**config.mk**
```make
export PLATFORM = sky130hd
export DESIGN_NAME = alu2_shift_dispatch
export DESIGN_NICKNAME = d
export VERILOG_FILES = /design/src/rtl/alu2_shift_dispatch.sv
export SDC_FILE = /design/constraint.sdc
export NUM_CORES = 1
export LEC_CHECK = 0
export CAP_MARGIN = 15
export CORE_UTILIZATION = 39
export DETAILED_ROUTE_END_ITERATION = 10
export PLACE_DENSITY = 0.81
export REMOVE_ABC_BUFFERS = 1
export SLEW_MARGIN = 5
export SYNTH_ARGS = -nofsm -noshare
export SYNTH_HDL_FRONTEND = slang
export SYNTH_SLANG_ARGS = --single-unit
```
**constraint.sdc**
```tcl
create_clock -name clk -period 2.14 [get_ports clk]
set_clock_uncertainty 0.15 [all_clocks]
set_input_delay 0.321 -clock clk [delete_from_list [all_inputs] [get_ports clk]]
set_output_delay 0.321 -clock clk [all_outputs]
set_load 0.02 [all_outputs]
```
**src/rtl/alu2_shift_dispatch.sv**
```systemverilog
// Issue-side front end for the ALU2 iterative shifter: accept, launch, wait, return tagged result.
// Optional ALU2_SHIFT_ZERO_BYPASS_EN: zero-amount legal ops bypass the shifter entirely.

package core_config_pkg;
  parameter int XLEN = 32;
endpackage

module alu2_shift_dispatch #(
  parameter int XLEN  = core_config_pkg::XLEN,
  parameter int TAG_W = 5,
  parameter int SHW   = $clog2(XLEN)
) (
  input  logic             clk,
  input  logic             rst_n,
  input  logic             flush,
  input  logic             in_valid,
  output logic             in_ready,
  input  logic [1:0]       in_op,
  input  logic [XLEN-1:0]  in_rs1,
  input  logic [XLEN-1:0]  in_rs2,
  input  logic [TAG_W-1:0] in_tag,
  output logic             sh_start,
  output logic [XLEN-1:0]  sh_data,
  output logic [SHW-1:0]   sh_amount,
  output logic             sh_left,
  output logic             sh_arith,
  input  logic [XLEN-1:0]  sh_data_out,
  input  logic             sh_done,
  output logic             out_valid,
  input  logic             out_ready,
  output logic [XLEN-1:0]  out_data,
  output logic [TAG_W-1:0] out_tag,
  output logic             out_err
);

  localparam logic [2:0] S_IDLE   = 3'd0;
  localparam logic [2:0] S_ISSUE  = 3'd1;
  localparam logic [2:0] S_WAIT   = 3'd2;
  localparam logic [2:0] S_RESULT = 3'd3;
  localparam logic [2:0] S_DRAIN  = 3'd4;

  logic [2:0] state;
  logic       accept;
  logic       legal;
  logic       unused_rs2;

  // Upper amount bits are architecturally ignored: the amount wraps to SHW bits.
  assign unused_rs2 = ^in_rs2[XLEN-1:SHW];

  assign in_ready  = (state == S_IDLE) && !flush;
  assign accept    = in_valid && in_ready;
  assign legal     = (in_op != 2'b10);
  assign sh_start  = (state == S_ISSUE);
  assign out_valid = (state == S_RESULT);

  always_ff @(posedge clk or negedge rst_n) begin
    if (!rst_n) begin
      state     <= S_IDLE;
      sh_data   <= '0;
      sh_amount <= '0;
      sh_left   <= 1'b0;
      sh_arith  <= 1'b0;
      out_data  <= '0;
      out_tag   <= '0;
      out_err   <= 1'b0;
    end else begin
      case (state)
        S_IDLE: begin
          if (accept) begin
            sh_data   <= in_rs1;
            sh_amount <= in_rs2[SHW-1:0];
            sh_left   <= (in_op == 2'b00);
            sh_arith  <= (in_op == 2'b11);
            out_tag   <= in_tag;
            out_err   <= !legal;
            if (!legal) begin
              out_data <= '0;
              state    <= S_RESULT;
            end
`ifdef ALU2_SHIFT_ZERO_BYPASS_EN
            else if (in_rs2[SHW-1:0] == '0) begin
              out_data <= in_rs1;
              state    <= S_RESULT;
            end
`endif
            else begin
              state <= S_ISSUE;
            end
          end
        end
        // sh_done may still be high from the previous op here; it is ignored.
        S_ISSUE: state <= flush ? S_DRAIN : S_WAIT;
        S_WAIT: begin
          if (sh_done) begin
            if (flush) begin
              state <= S_IDLE;
            end else begin
              out_data <= sh_data_out;
              state    <= S_RESULT;
            end
          end else if (flush) begin
            state <= S_DRAIN;
          end
        end
        // Flush beats a same-cycle writeback handshake.
        S_RESULT: if (flush || out_ready) state <= S_IDLE;
        S_DRAIN:  if (sh_done) state <= S_IDLE;
        default:  state <= S_IDLE;
      endcase
    end
  end

endmodule

```
# After elaboration in Yosys (flattened, before gate mapping)
# Index checks and enable logic that the tools add are counted.
[totals]
inputBits = 109
out_inout_bits = 80
register_bits = 80
[op_classes]
n_reduce_logical = 11
eq_ne = 13
muxes = 14
[op_table]
columns = ["op", "count"]
rows = [
  ["$mux W32", 4],
  ["$pmux W32 S2", 1],
  ["$mux W3", 6],
  ["$pmux W3 S5", 1],
  ["$ne A2 B2 Y1 const B", 6],
  ["$eq A3 B2 Y1 const B", 2],
  ["$reduce_and A5 Y1", 1],
  ["$mux W2", 2],
  ["$reduce_and A4 Y1", 1],
  ["$eq A3 B1 Y1 const B", 1],
  ["$eq A3 B3 Y1 const B", 1],
  ["$logic_not A3 Y1", 1],
  ["$ne A3 B3 Y1 const B", 1],
  ["$eq A2 B2 Y1 const B", 1],
  ["$logic_and A1 B1 Y1", 2],
  ["$logic_not A1 Y1", 2],
  ["$logic_not A2 Y1", 1],
  ["$ne A2 B1 Y1 const B", 1],
  ["$reduce_and A2 Y1", 1],
  ["$reduce_bool A2 Y1", 1],
  ["$logic_or A1 B1 Y1", 1],
]

# Logic depth before layout (Yosys ltp)
[depth]
depth_word = 5
depth_mapped = 8

# Worst setup path before layout
# Ideal clock, no wire load.
[synth_path]
kind = "register to register"
startpoint = "register state[1]"
endpoint = "register out_tag[0]"
slack_ps = 204
t_required_ps = 1865
path_stages_with_launch = 8
arrival_time_ps = 1661
cell_sequence = "dfrtp_1 > buf_6 > or3_1 > buf_2 > nand2b_4 > buf_6 > buf_6 > mux2_4"
[synth_via]
elab_chain_cells = 4
[synth_rtl]
columns = ["element", "line_no", "source"]
rows = [
  ["start, declared", "42", "logic [2:0] state;"],
  ["start signal, assigned", "92", "S_ISSUE: state <= flush ? S_DRAIN : S_WAIT;"],
  ["$logic_not A3 Y1 *", "50, 67", ""],
  ["$logic_and A1 B1 Y1", "50", "assign in_ready = (state == S_IDLE) && !flush;"],
  ["$logic_and A1 B1 Y1", "51", "assign accept = in_valid && in_ready;"],
  ["$reduce_and A2 Y1 (no source line) *", "n/a", ""],
  ["end signal, assigned", "74", "out_tag <= in_tag;"],
  ["end, declared", "32", "output logic [TAG_W-1:0] out_tag,"],
]
# Every way passes the cells marked *; elsewhere a longest branch is shown, timed or not.
# A chain may end at the register's enable or synchronous reset.

# Worst setup path in the final report
[layout_path]
startpoint = "register state[2]"
endpoint = "output port in_ready"
[layout_via]
elab_chain_cells = 2
[layout_rtl]
columns = ["element", "line_no", "source"]
rows = [
  ["$logic_not A3 Y1", "50", ""],
  ["$logic_and A1 B1 Y1", "50", ""],
  ["end, declared", "17", "output logic in_ready,"],
]
# Every way passes these cells.

==> impl_metrics.toml <==
[synthesis]
synth_top_family_by_area = "multiplexers"
synthAdderAreaFrac_pct = 0
synthesis.area_sq_mm = 0.00341
ys_ff_latch = 80
muxShareOfSynthArea_pct = 24.8
yosys.area_share.simple_pct = 7.33
synth.avg_cell_area_sq_um = 12.6
synth-xor-area-share_pct = 0
syn_inst = 270
yosys.cell_types.count = 28
yosys_warnings = 0
seq_area_frac_synth_pct = 58.6
synth_compound_area_share_pct = 2.64

[layout]
final_layout_size_suffix_gt1_share_pct = 17.0
stdcell_count = 552
n_antenna_cell = 0
synthToLayoutAreaGrowth_pct = 58.9
finish.net_count = 551

[die]
dieArea_sq_mm = 0.00913
start_util_pct = 40.9
fp.dieH_um = 95.6
die_w_um = 95.6
boundaryPins = 189
row_count = 33
coreArea_sq_mm = 0.00834

[cts]
worstSkewPairLatency_ns = 0.33
numCtsBuffers = 9
cts_tree = "done"
h-tree-depth = 3
clk_pin_slew_worst_paths_ns = 0.08
root_buffer = "clkbuf_8"
cts.sinks = 80
cts_buffer_depth = 2

[global_route]
grt_pass1_vias = 2880
grt_max_degree = 37
grt_usage_pct = 18.9
grt_overflow = 0
antenna_found_initial = 0
grt_first_pass_wirelength_mm = 13.1

[timing]
period_share_pct = 95.8
maxSlewHeadroom_pct = 71.8
setup_viol = 0
fmax_mhz = 488
worst_pin_slew_ns = 0.423
hold_viol = 0
period_needed_ns = 2.05
slew_viol_final = 0
rsz0062_at_grt = "false"

[placement]
dp_hpwl_mm = 6.25
dp_cells = 535
port_buffers = 161
gp_congestion = 0.800

[routing]
dr_total_vias = 2628
routed_wl_mm = 8.34
drcViolationCount = 0
viasPerCell = 4.76
antenna_left = 0
dr.pass1.iters = 4
drt-initial-drc-count = 61
wl_per_cell_um = 15.1

[hold_path]
min_path_type = "in -> async"

[critical_path]
path_cells = "or3_1 > nor2_1 > dlygate4sd2_1"
critPathCaptureType = "primary output"
critical-path-max-stage-delay_ns = 0.42
cp_slowest_cell = "or3_1"
crit_required_ns = 1.67
worstPathMaxFanout = 2
crit_arrival_ns = 1.58
critPathLaunchType = "register"
crit_type = "reg -> out"

[status]
status = "finished, final reports clean"

[power]
pwr-share-clk_pct = 14.0
internal-power_mw = 5.11
power.net_switching_mw = 3.00
seqPwrFrac_pct = 32.7
cellLeakagePower_nw = 2.51
vdd_drop_max_mv = 0.877
power_frac_comb_pct = 53.2
p_per_area_mw_per_mm2 = 1490
total_power_mw = 8.11
p_sw_share_pct = 36.9

[run]
max-cap-violations = 0
-- metal layers --
layer	track usage, %	vias up	part of all wire [%]
met4	8.58	0	2.2
met2	32.4	98	52
met5	0	-	0
li1	-	1222	-
met3	6.06	17	6.9
met1	21.2	1291	39
-- stage by stage --
stage / util (%) / setup TNS, ns / area (sq um) / setup slack (ns) / hold slack [ns]
floorplan: - / -16.24 / 3320 / -0.508 / -0.125
global placement: 62.5 / 0 / 5210 / 0.0735 / 0.0301
detailed placement: 62.5 / 0 / 5210 / 0.0429 / 0.0276
CTS: 65.1 / 0 / 5430 / 0.0669 / 0.195
global route: 65.1 / 0 / 5430 / 0.0297 / 0.241
finish: 65.1 / 0 / 5430 / 0.0907 / 0.217
-- placed cells by master (no fill, tap or decap), drive strengths merged, types with 2 or more instances in the layout --
cell,Yosys,final
clkdlybuf4s50,0,157
dfrtp,80,80
mux2,42,42
nand2,37,37
inv,34,35
mux2i,32,32
buf,11,14
clkbuf,3,12
nor2,7,7
o21ai,5,5
nand2b,4,4
dlygate4sd2,0,3
nor3,2,2
a21oi,2,2
-- cell families after synthesis --
group           after synthesis
compound gates               12
buf+inv                      48
flops                        80
simple gates                 56
mux                          74
-- Yosys cell counts --
cell type | instances | area, sq um
nand2b_1 | 3 | 18.8
nor4b_1 | 1 | 8.76
clkbuf_1 | 3 | 11.3
mux2_2 | 28 | 315
buf_2 | 4 | 20.0
nand3_1 | 1 | 5.00
o31ai_1 | 1 | 7.51
a2111oi_0 | 1 | 8.76
o32ai_2 | 1 | 16.3
nor3_1 | 2 | 10.0
and2b_1 | 1 | 7.51
nand2_1 | 37 | 139
nor2b_1 | 1 | 6.26
and3b_1 | 1 | 8.76
inv_1 | 34 | 128
o21ai_2 | 1 | 8.76
mux2i_1 | 32 | 320
mux2_4 | 14 | 210
a22oi_1 | 1 | 7.51
dfrtp_1 | 80 | 2000
buf_6 | 4 | 45.0
or3_1 | 1 | 6.26
nand2b_4 | 1 | 13.8
o21ai_0 | 4 | 20.0
nor2_1 | 7 | 26.3
o221a_2 | 1 | 11.3
buf_4 | 3 | 22.5
a21oi_1 | 2 | 10.0
-- worst max-delay path, delay by kind of cell (launching register included) --
kind	cells	cell delay, ns
simple gates	2	0.53
flops	1	0.38
buf+inv	1	0.34
-- what timing repair did --
| action | CTS | global route |
|---|---|---|
| endpoints found under the hold margin | 47 | 0 |
| hold buffers | 1 | 0 |
| gates resized for setup | 3 | 0 |
| setup endpoints to repair | 3 | 0 |
| setup buffers | 0 | 0 |
-- power groups by stage --
stage                     clock [mW]  sequential [mW]  combinational (mW)
after detailed placement           0             2.67                4.36
after floorplan                    0             3.57                1.27
after global routing            1.24             2.75                4.60
final                           1.14             2.65                4.32
after global placement             0             2.62                4.26
after CTS                       1.18             2.66                4.37
-- area by class of cell --
| type | count | area (sq um) |
|---|---|---|
| clock buffers | 12 | 155 |
| clock inverters | 4 | 51.3 |
| fillers | 649 | 2910 |
| inverters | 34 | 128 |
| multi-input cells | 142 | 1200 |
| flip-flops and latches | 80 | 2000 |
| well taps | 105 | 131 |
| repair buffers | 175 | 1760 |
-- state kept, by name (all words and copies together) (netlist names) --
name and flops:
out_tag 5, sh_arith 1, sh_data 32, sh_amount 5
out_err 1, state 3, out_data 32, sh_left 1
-- worst paths after layout --
path	from	to	slack, ns	cells past startpoint
setup / recovery	state[2]	in_ready	0.09	3
hold / removal	rst_n	out_data[16]	0.22	2
setup reg to reg	state[2]	out_tag[0]	0.25	5
hold reg to reg	out_err	out_err	0.34	2
max in group asynchronous	rst_n	sh_data[12]	0.95	3
min in group clk	out_err	out_err	0.34	2
Power figures use the tool's default switching activity.
